<file path="src/rtl/color_sense_classifier_if.sv">
// Bus for the colour-sense front end.
// Groups the run control, the raw sensor pin, the TCS3200 select lines and
// every measurement/classification result into one bundle.
//   slave  : seen by color_sense_classifier (takes enable/colorsignal, drives the rest)
//   master : seen by whoever controls and consumes the classifier
// Signals:
//   enable       run measurement rounds continuously while high
//   colorsignal  raw sensor output, asynchronous to the clock
//   S0, S1       frequency-scale select (constant)
//   S2, S3       colour filter select
//   freq_b/g/r/c last completed scaled value per channel
//   num          0 none yet, 1 red, 2 green, 3 blue, 4 clear/undecided
//   round_valid  one-cycle pulse when all four freq_* have updated
//   num_changed  one-cycle pulse when num takes a new value
//   busy         high while the measurement FSM is not idle
interface color_sense_classifier_if #(
    parameter int FREQ_W = 32
);
    logic              enable;
    logic              colorsignal;
    logic              S0;
    logic              S1;
    logic              S2;
    logic              S3;
    logic [FREQ_W-1:0] freq_b;
    logic [FREQ_W-1:0] freq_g;
    logic [FREQ_W-1:0] freq_r;
    logic [FREQ_W-1:0] freq_c;
    logic [2:0]        num;
    logic              round_valid;
    logic              num_changed;
    logic              busy;

    modport slave (
        input  enable, colorsignal,
        output S0, S1, S2, S3, freq_b, freq_g, freq_r, freq_c,
               num, round_valid, num_changed, busy
    );

    modport master (
        output enable, colorsignal,
        input  S0, S1, S2, S3, freq_b, freq_g, freq_r, freq_c,
               num, round_valid, num_changed, busy
    );
endinterface

</file>
<file path="src/rtl/color_sense_classifier.sv">
// TCS3200-style colour front end.
// Steps the sensor filter through blue, green, red, clear; counts sensor
// rising edges over a fixed gate per channel; scales each count; then picks
// the dominant colour with a margin and a confirmation run before updating num.
// Ports:
//   clock  system clock, all logic on posedge
//   reset  asynchronous, active-high
//   bus    color_sense_classifier_if.slave (control in, select lines and results out)
module color_sense_classifier #(
    parameter int         GATE_CYCLES   = 6250000,
    parameter int         SETTLE_CYCLES = 1000,
    parameter int         CNT_W         = 24,
    parameter int         FREQ_W        = 32,
    parameter logic [7:0] SCALE_B       = 8'd30,
    parameter logic [7:0] SCALE_G       = 8'd36,
    parameter logic [7:0] SCALE_R       = 8'd21,
    parameter logic [7:0] SCALE_C       = 8'd12,
    parameter int         MARGIN        = 0,
    parameter int         CONFIRM_N     = 2,
    parameter logic [1:0] FREQ_SCALE    = 2'b10
) (
    input logic clock,
    input logic reset,
    color_sense_classifier_if.slave bus
);

    typedef enum logic [2:0] {IDLE, SETTLE, GATE, STORE, CLASSIFY} state_t;
    typedef enum logic [1:0] {CH_B, CH_G, CH_R, CH_C} chan_t;

    localparam int TMAX = (GATE_CYCLES > SETTLE_CYCLES) ? GATE_CYCLES : SETTLE_CYCLES;
    localparam int TW   = $clog2(TMAX + 1);
    localparam int PW   = (CNT_W + 8 > FREQ_W) ? CNT_W + 8 : FREQ_W;
    localparam int CW   = FREQ_W + 32;
    localparam logic [TW-1:0] SETTLE_LOAD = TW'(SETTLE_CYCLES - 1);
    localparam logic [TW-1:0] GATE_LOAD   = TW'(GATE_CYCLES - 1);

    state_t            state;
    chan_t             chan;
    logic [1:0]        filt;
    logic [TW-1:0]     timer;
    logic [CNT_W-1:0]  raw;
    logic [1:0]        sync;
    logic              prev;
    logic              rise;
    logic [FREQ_W-1:0] freq_b, freq_g, freq_r, freq_c;
    logic [2:0]        num;
    logic              round_valid, num_changed, busy;
    logic [3:0]        run;
    logic [2:0]        prev_cls;

    logic [7:0]        scale_sel;
    logic [CNT_W+7:0]  product;
    logic [PW-1:0]     product_ext;
    logic [FREQ_W-1:0] scaled;
    logic [2:0]        cls;
    logic [3:0]        run_next;
    logic              confirmed;

    // Filter code on {S2,S3} for each channel.
    function automatic logic [1:0] filter_code(input chan_t c);
        case (c)
            CH_B:    return 2'b01;
            CH_G:    return 2'b11;
            CH_R:    return 2'b00;
            default: return 2'b10;
        endcase
    endfunction

    // Strict "a beats b by more than MARGIN", widened so b+MARGIN cannot wrap.
    function automatic logic beats(input logic [FREQ_W-1:0] a, input logic [FREQ_W-1:0] b);
        return CW'(a) > (CW'(b) + CW'(MARGIN));
    endfunction

    // A detected edge is the synchronised level going high while its previous sample was low.
    assign rise = sync[1] & ~prev;

    // Scale the raw count of the channel being stored, clamping to the output width.
    always_comb begin
        scale_sel = SCALE_C;
        case (chan)
            CH_B:    scale_sel = SCALE_B;
            CH_G:    scale_sel = SCALE_G;
            CH_R:    scale_sel = SCALE_R;
            default: scale_sel = SCALE_C;
        endcase
        product     = {8'd0, raw} * {{CNT_W{1'b0}}, scale_sel};
        product_ext = PW'(product);
        if (product_ext > PW'({FREQ_W{1'b1}}))
            scaled = '1;
        else
            scaled = product_ext[FREQ_W-1:0];
    end

    // A colour wins only if it strictly beats all three others; ties and a clear win give 4.
    // The run counter tracks how many consecutive rounds produced the same class.
    always_comb begin
        cls = 3'd4;
        if (beats(freq_r, freq_g) && beats(freq_r, freq_b) && beats(freq_r, freq_c))
            cls = 3'd1;
        else if (beats(freq_g, freq_r) && beats(freq_g, freq_b) && beats(freq_g, freq_c))
            cls = 3'd2;
        else if (beats(freq_b, freq_r) && beats(freq_b, freq_g) && beats(freq_b, freq_c))
            cls = 3'd3;
        run_next = 4'd1;
        if (run != 4'd0 && cls == prev_cls)
            run_next = (run == 4'hF) ? run : run + 4'd1;
        confirmed = int'(run_next) >= CONFIRM_N;
    end

    // Two-flop synchroniser plus a history flop for edge detection on the sensor pin.
    always_ff @(posedge clock or posedge reset) begin
        if (reset) begin
            sync <= 2'b00;
            prev <= 1'b0;
        end else begin
            sync <= {sync[0], bus.colorsignal};
            prev <= sync[1];
        end
    end

    // Measurement FSM: settle, gate and store per channel, then one classify cycle.
    // All outputs are registered here; the timer counts down to zero in SETTLE and GATE.
    always_ff @(posedge clock or posedge reset) begin
        if (reset) begin
            state       <= IDLE;
            chan        <= CH_B;
            filt        <= 2'b01;
            timer       <= '0;
            raw         <= '0;
            freq_b      <= '0;
            freq_g      <= '0;
            freq_r      <= '0;
            freq_c      <= '0;
            num         <= 3'd0;
            round_valid <= 1'b0;
            num_changed <= 1'b0;
            busy        <= 1'b0;
            run         <= 4'd0;
            prev_cls    <= 3'd0;
        end else begin
            round_valid <= 1'b0;
            num_changed <= 1'b0;
            case (state)
                IDLE: begin
                    chan <= CH_B;
                    filt <= 2'b01;
                    if (bus.enable) begin
                        state <= SETTLE;
                        timer <= SETTLE_LOAD;
                        busy  <= 1'b1;
                    end
                end
                SETTLE: begin
                    if (timer == '0) begin
                        state <= GATE;
                        timer <= GATE_LOAD;
                    end else begin
                        timer <= timer - 1'b1;
                    end
                end
                GATE: begin
                    if (rise && raw != {CNT_W{1'b1}})
                        raw <= raw + 1'b1;
                    if (timer == '0)
                        state <= STORE;
                    else
                        timer <= timer - 1'b1;
                end
                STORE: begin
                    raw <= '0;
                    case (chan)
                        CH_B:    freq_b <= scaled;
                        CH_G:    freq_g <= scaled;
                        CH_R:    freq_r <= scaled;
                        default: freq_c <= scaled;
                    endcase
                    if (chan == CH_C) begin
                        state       <= CLASSIFY;
                        round_valid <= 1'b1;
                    end else begin
                        chan  <= chan_t'(chan + 2'd1);
                        filt  <= filter_code(chan_t'(chan + 2'd1));
                        state <= SETTLE;
                        timer <= SETTLE_LOAD;
                    end
                end
                CLASSIFY: begin
                    run      <= run_next;
                    prev_cls <= cls;
                    if (confirmed && cls != num) begin
                        num         <= cls;
                        num_changed <= 1'b1;
                    end
                    chan <= CH_B;
                    filt <= 2'b01;
                    if (bus.enable) begin
                        state <= SETTLE;
                        timer <= SETTLE_LOAD;
                    end else begin
                        state <= IDLE;
                        busy  <= 1'b0;
                    end
                end
                default: begin
                    state <= IDLE;
                    busy  <= 1'b0;
                end
            endcase
        end
    end

    assign bus.S0          = FREQ_SCALE[1];
    assign bus.S1          = FREQ_SCALE[0];
    assign bus.S2          = filt[1];
    assign bus.S3          = filt[0];
    assign bus.freq_b      = freq_b;
    assign bus.freq_g      = freq_g;
    assign bus.freq_r      = freq_r;
    assign bus.freq_c      = freq_c;
    assign bus.num         = num;
    assign bus.round_valid = round_valid;
    assign bus.num_changed = num_changed;
    assign bus.busy        = busy;

endmodule
</file>
<file path="src/flat_wrapper.sv">
// flat-port wrapper written by rule: the top's interface ports become plain ports
module color_sense_classifier_flat 
#(
    parameter int         GATE_CYCLES   = 6250000,
    parameter int         SETTLE_CYCLES = 1000,
    parameter int         CNT_W         = 24,
    parameter int         FREQ_W        = 32,
    parameter logic [7:0] SCALE_B       = 8'd30,
    parameter logic [7:0] SCALE_G       = 8'd36,
    parameter logic [7:0] SCALE_R       = 8'd21,
    parameter logic [7:0] SCALE_C       = 8'd12,
    parameter int         MARGIN        = 0,
    parameter int         CONFIRM_N     = 2,
    parameter logic [1:0] FREQ_SCALE    = 2'b10
)
  (clock, reset, bus_enable, bus_colorsignal, bus_S0, bus_S1, bus_S2, bus_S3, bus_freq_b, bus_freq_g, bus_freq_r, bus_freq_c, bus_num, bus_round_valid, bus_num_changed, bus_busy);
  color_sense_classifier_if #(.FREQ_W(FREQ_W)) bus_i ();
  input logic clock;
  input logic reset;
  input wire logic [$bits(bus_i.enable)-1:0] bus_enable;
  input wire logic [$bits(bus_i.colorsignal)-1:0] bus_colorsignal;
  output wire logic [$bits(bus_i.S0)-1:0] bus_S0;
  output wire logic [$bits(bus_i.S1)-1:0] bus_S1;
  output wire logic [$bits(bus_i.S2)-1:0] bus_S2;
  output wire logic [$bits(bus_i.S3)-1:0] bus_S3;
  output wire logic [$bits(bus_i.freq_b)-1:0] bus_freq_b;
  output wire logic [$bits(bus_i.freq_g)-1:0] bus_freq_g;
  output wire logic [$bits(bus_i.freq_r)-1:0] bus_freq_r;
  output wire logic [$bits(bus_i.freq_c)-1:0] bus_freq_c;
  output wire logic [$bits(bus_i.num)-1:0] bus_num;
  output wire logic [$bits(bus_i.round_valid)-1:0] bus_round_valid;
  output wire logic [$bits(bus_i.num_changed)-1:0] bus_num_changed;
  output wire logic [$bits(bus_i.busy)-1:0] bus_busy;
  assign bus_i.enable = bus_enable;
  assign bus_i.colorsignal = bus_colorsignal;
  assign bus_S0 = bus_i.S0;
  assign bus_S1 = bus_i.S1;
  assign bus_S2 = bus_i.S2;
  assign bus_S3 = bus_i.S3;
  assign bus_freq_b = bus_i.freq_b;
  assign bus_freq_g = bus_i.freq_g;
  assign bus_freq_r = bus_i.freq_r;
  assign bus_freq_c = bus_i.freq_c;
  assign bus_num = bus_i.num;
  assign bus_round_valid = bus_i.round_valid;
  assign bus_num_changed = bus_i.num_changed;
  assign bus_busy = bus_i.busy;
  color_sense_classifier #(.GATE_CYCLES(GATE_CYCLES), .SETTLE_CYCLES(SETTLE_CYCLES), .CNT_W(CNT_W), .FREQ_W(FREQ_W), .SCALE_B(SCALE_B), .SCALE_G(SCALE_G), .SCALE_R(SCALE_R), .SCALE_C(SCALE_C), .MARGIN(MARGIN), .CONFIRM_N(CONFIRM_N), .FREQ_SCALE(FREQ_SCALE)) u_core (.clock(clock), .reset(reset), .bus(bus_i));
endmodule
</file>
<file path="config.mk">
export PLATFORM = sky130hd
export DESIGN_NAME = color_sense_classifier_flat
export DESIGN_NICKNAME = d
export VERILOG_FILES = /design/src/rtl/color_sense_classifier_if.sv /design/src/rtl/color_sense_classifier.sv /design/src/flat_wrapper.sv
export SDC_FILE = /design/constraint.sdc
export NUM_CORES = 1
export LEC_CHECK = 0
export ABC_AREA = 0
export BUFFER_PORTS_ARGS = -buffer_cell sky130_fd_sc_hd__buf_4
export CAP_MARGIN = 15
export CORE_MARGIN = 2
export CORE_UTILIZATION = 55
export DETAILED_ROUTE_END_ITERATION = 10
export PLACE_DENSITY = 0.83
export SYNTH_ARGS = -nofsm -noshare
export SYNTH_HDL_FRONTEND = slang
export SYNTH_SLANG_ARGS = --single-unit
</file>
<file path="constraint.sdc">
create_clock -name clock -period 5.5 [get_ports clock]
set_input_delay 0.275 -clock clock [delete_from_list [all_inputs] [get_ports clock]]
set_output_delay 0.275 -clock clock [all_outputs]
set_load 0.05 [all_outputs]
</file>
==> metrics.cfg <==
[cts]
clock_path_buffers=2
cts_tree=built
root_buffer=clkbuf_16
h-tree-depth=4
clk_pin_slew_worst_paths_ns=0.08
cts_sinks=190
clock_latency_ns=0.47
numCtsBuffers=17

[drt]
drtAntennaViolNets=0
routedWlPerCell_um=18.85
drt_first_iter_violations=1232
firstDrtPassIters=6
vias=14510
wirelength_mm=46.06
drt-vias-per-instance=5.935
drc=0

[logic_synthesis]
synth-main-ff-cell=dfrtp_1
yosys.area_share.simple_pct=17.64
muxShareOfSynthArea_pct=1.312
ys_ff_latch=190
netlist_area_sq_mm=0.01668
synth-compound-area-share_pct=14.71
ys_async_sr_fraction_pct=100.0
synthXorXnorAreaFrac_pct=2.205
netlist-cell-type-count=79
syn_area_per_cell_sq_um=8.649
ys_seq_area_share_pct=28.51
yosys_warnings=0
synth_edf_count=0
synth_top_family_by_area=adder cells
syn_inst=1929
yosys.area_share.adder_pct=27.85

[sta]
rsz0062_at_grt=no
fin_tns_setup_ns=0
fin_crit_ns=5.287
worst_pin_slew_ns=1.070
timing.final.ws_setup_ns=0.2127
post-route-period-util_pct=96.13
hold_violations=0
fmax_mhz=189.1
skew_ns=0.01294
slew_headroom_pct=28.43
drv_slew=0
finalSetupViolations=0

[worst_setup_path]
arrival_ns=5.64
path_class=reg -> reg
end_kind=register
crit_path_start_kind=register
cp.required_ns=5.85
worstPathMaxFanout=9

[layout]
layout_commonest_cell=inv_1
final_cell_mix=inv_1, nand2_1, ha_1
drive_gt1_share_pct=11.73
syn_to_final_growth_pct=12.91
fin_nets=2363
n_antenna_cell=0

[global_route]
grt_pass1_wl_mm=73.69
grt_max_degree=129
grt_usage_pct=29.71
antenna_found_initial=0
grt_pass1_vias=14340
grt_overflow=0

[place]
dp_slack_ns=-0.001100
globalplace.congestion=0.9467
io_buffers=131
place_hpwl_mm=35.17

[floorplanning]
die_h_um=178.2
core.rowCount=63
coreArea_sq_mm=0.02972
die_w_um=178.2
start_util_pct=56.14
ioPinCount=142
dieArea_sq_mm=0.03174

[power_and_ir_drop]
irDropWorstVdd_uv=202.7
p_leak_uw=0.009346
p_per_area_mw_per_mm2=149.0
p_total_uw=2808

[hold_path]
min_path_type=in -> async

[status]
outcome=finished clean

[flow_run]
cap_violations=0

==> power by group <==
group / switching [uW] / internal (uW)
clock network: 589 / 776
registers: 0.307 / 1400
logic: 42.3 / 2.65
total: 631 / 2180
==> synthesized netlist by cell type (all sizes together), types with 26 or more instances <==
library cell  number  area [sq um]
a21o              29         219.0
a21oi            113         565.5
clkbuf            53         198.9
dfrtp            189          4730
fa                89          1782
ha               229          2865
inv              261         979.7
nand2            260         975.9
nand2b            31         193.9
nand3             53         270.3
nand4             36         225.2
nor2             108         405.4
nor3              35         196.4
o21ai            166         830.8
xnor2             26         227.7
==> registers in the layout (all words and copies together) (netlist names) <==
| name | flops |
|---|---|
| u_core.bus.num_changed | 1 |
| u_core.chan | 2 |
| u_core.run | 4 |
| u_core.bus.freq_b | 30 |
| u_core.raw | 24 |
| u_core.bus.freq_c | 30 |
| u_core.prev_cls | 3 |
| u_core.sync | 2 |
| u_core.timer | 23 |
| u_core.bus.num | 3 |
| u_core.bus.busy | 1 |
| u_core.bus.freq_r | 30 |
| u_core.bus.round_valid | 1 |
| u_core.prev | 1 |
| u_core.bus.freq_g | 30 |
| u_core.filt | 2 |
| u_core.state | 3 |
==> critical path, cell delays in order, from the launching register on <==
cell	delay (ns)
dfrtp_1	0.44
inv_2	0.15
ha_4	0.25
buf_4	0.16
nand2b_1	0.15
fa_1	0.48
inv_1	0.05
fa_1	0.53
fa_1	0.52
ha_1	0.36
inv_1	0.15
nor3_1	0.08
a221oi_1	0.38
buf_4	0.20
a21oi_1	0.08
o21a_1	0.23
o31ai_1	0.39
a21oi_1	0.25
mux2_2	0.28
nand3_1	0.06
==> through the flow <==
step	hold slack, ns	utilization, %	std cells	cell area, sq um
2_1_floorplan	0.3064	-	1937	16720
3_3_place_gp	0.3367	60.67	2406	18030
3_5_place_dp	0.3347	60.67	2406	18030
4_1_cts	0.04353	62.84	2439	18670
5_1_grt	0.08563	63.39	2444	18840
6_report	0.005189	63.39	2444	18840
==> routing by layer <==
layer	part of all wire (%)	wire, um	global-route usage (%)
met5	0	0	0
met4	4.8	2189	13.76
met3	6.9	3170	4.710
met2	48	22060	49.48
met1	40	18640	38.00
==> area by class of cell <==
class                      instances  area (sq um)
tap                              390         488.0
timing repair buffer             155          1204
fill                            2342         10880
sequential                       190          4756
multi-input combinational       1416         10770
inverter                         261         987.2
clock buffer                      19         442.9
clock inverter                    13         186.4
==> worst paths after layout <==
| kind | from | to | slack (ns) | cells past startpoint |
|---|---|---|---|---|
| setup / recovery | u_core.chan[0] | u_core.bus.freq_b[28] | 0.21 | 19 |
| hold reg to reg | u_core.sync[0] | u_core.sync[1] | 0.35 | 0 |
| hold / removal | reset | u_core.bus.freq_b[26] | 0.005 | 2 |
| setup reg to reg | u_core.chan[0] | u_core.bus.freq_b[28] | 0.21 | 19 |
| min in group clock | bus_enable | u_core.state[0] | 0.11 | 3 |
| max in group asynchronous | reset | u_core.bus.freq_b[0] | 4.12 | 3 |
==> cell families after synthesis <==
kind of cell    count (synthesis)
simple gates                  616
compound gates                411
buf+inv                       331
fa+ha+maj                     318
flops                         190
xor+xnor                       42
mux                            19
other cells                     2
==> timing repair <==
| item | CTS | global route |
|---|---|---|
| buffers inserted | 0 | 1 |
| resized for setup | 2 | 14 |
| endpoints found under the hold margin | 1 | 0 |
| hold buffers | 1 | 0 |
| endpoints found under the setup margin | 4 | 25 |
| pin swaps | 0 | 2 |
(Power assumes the default switching activity.)
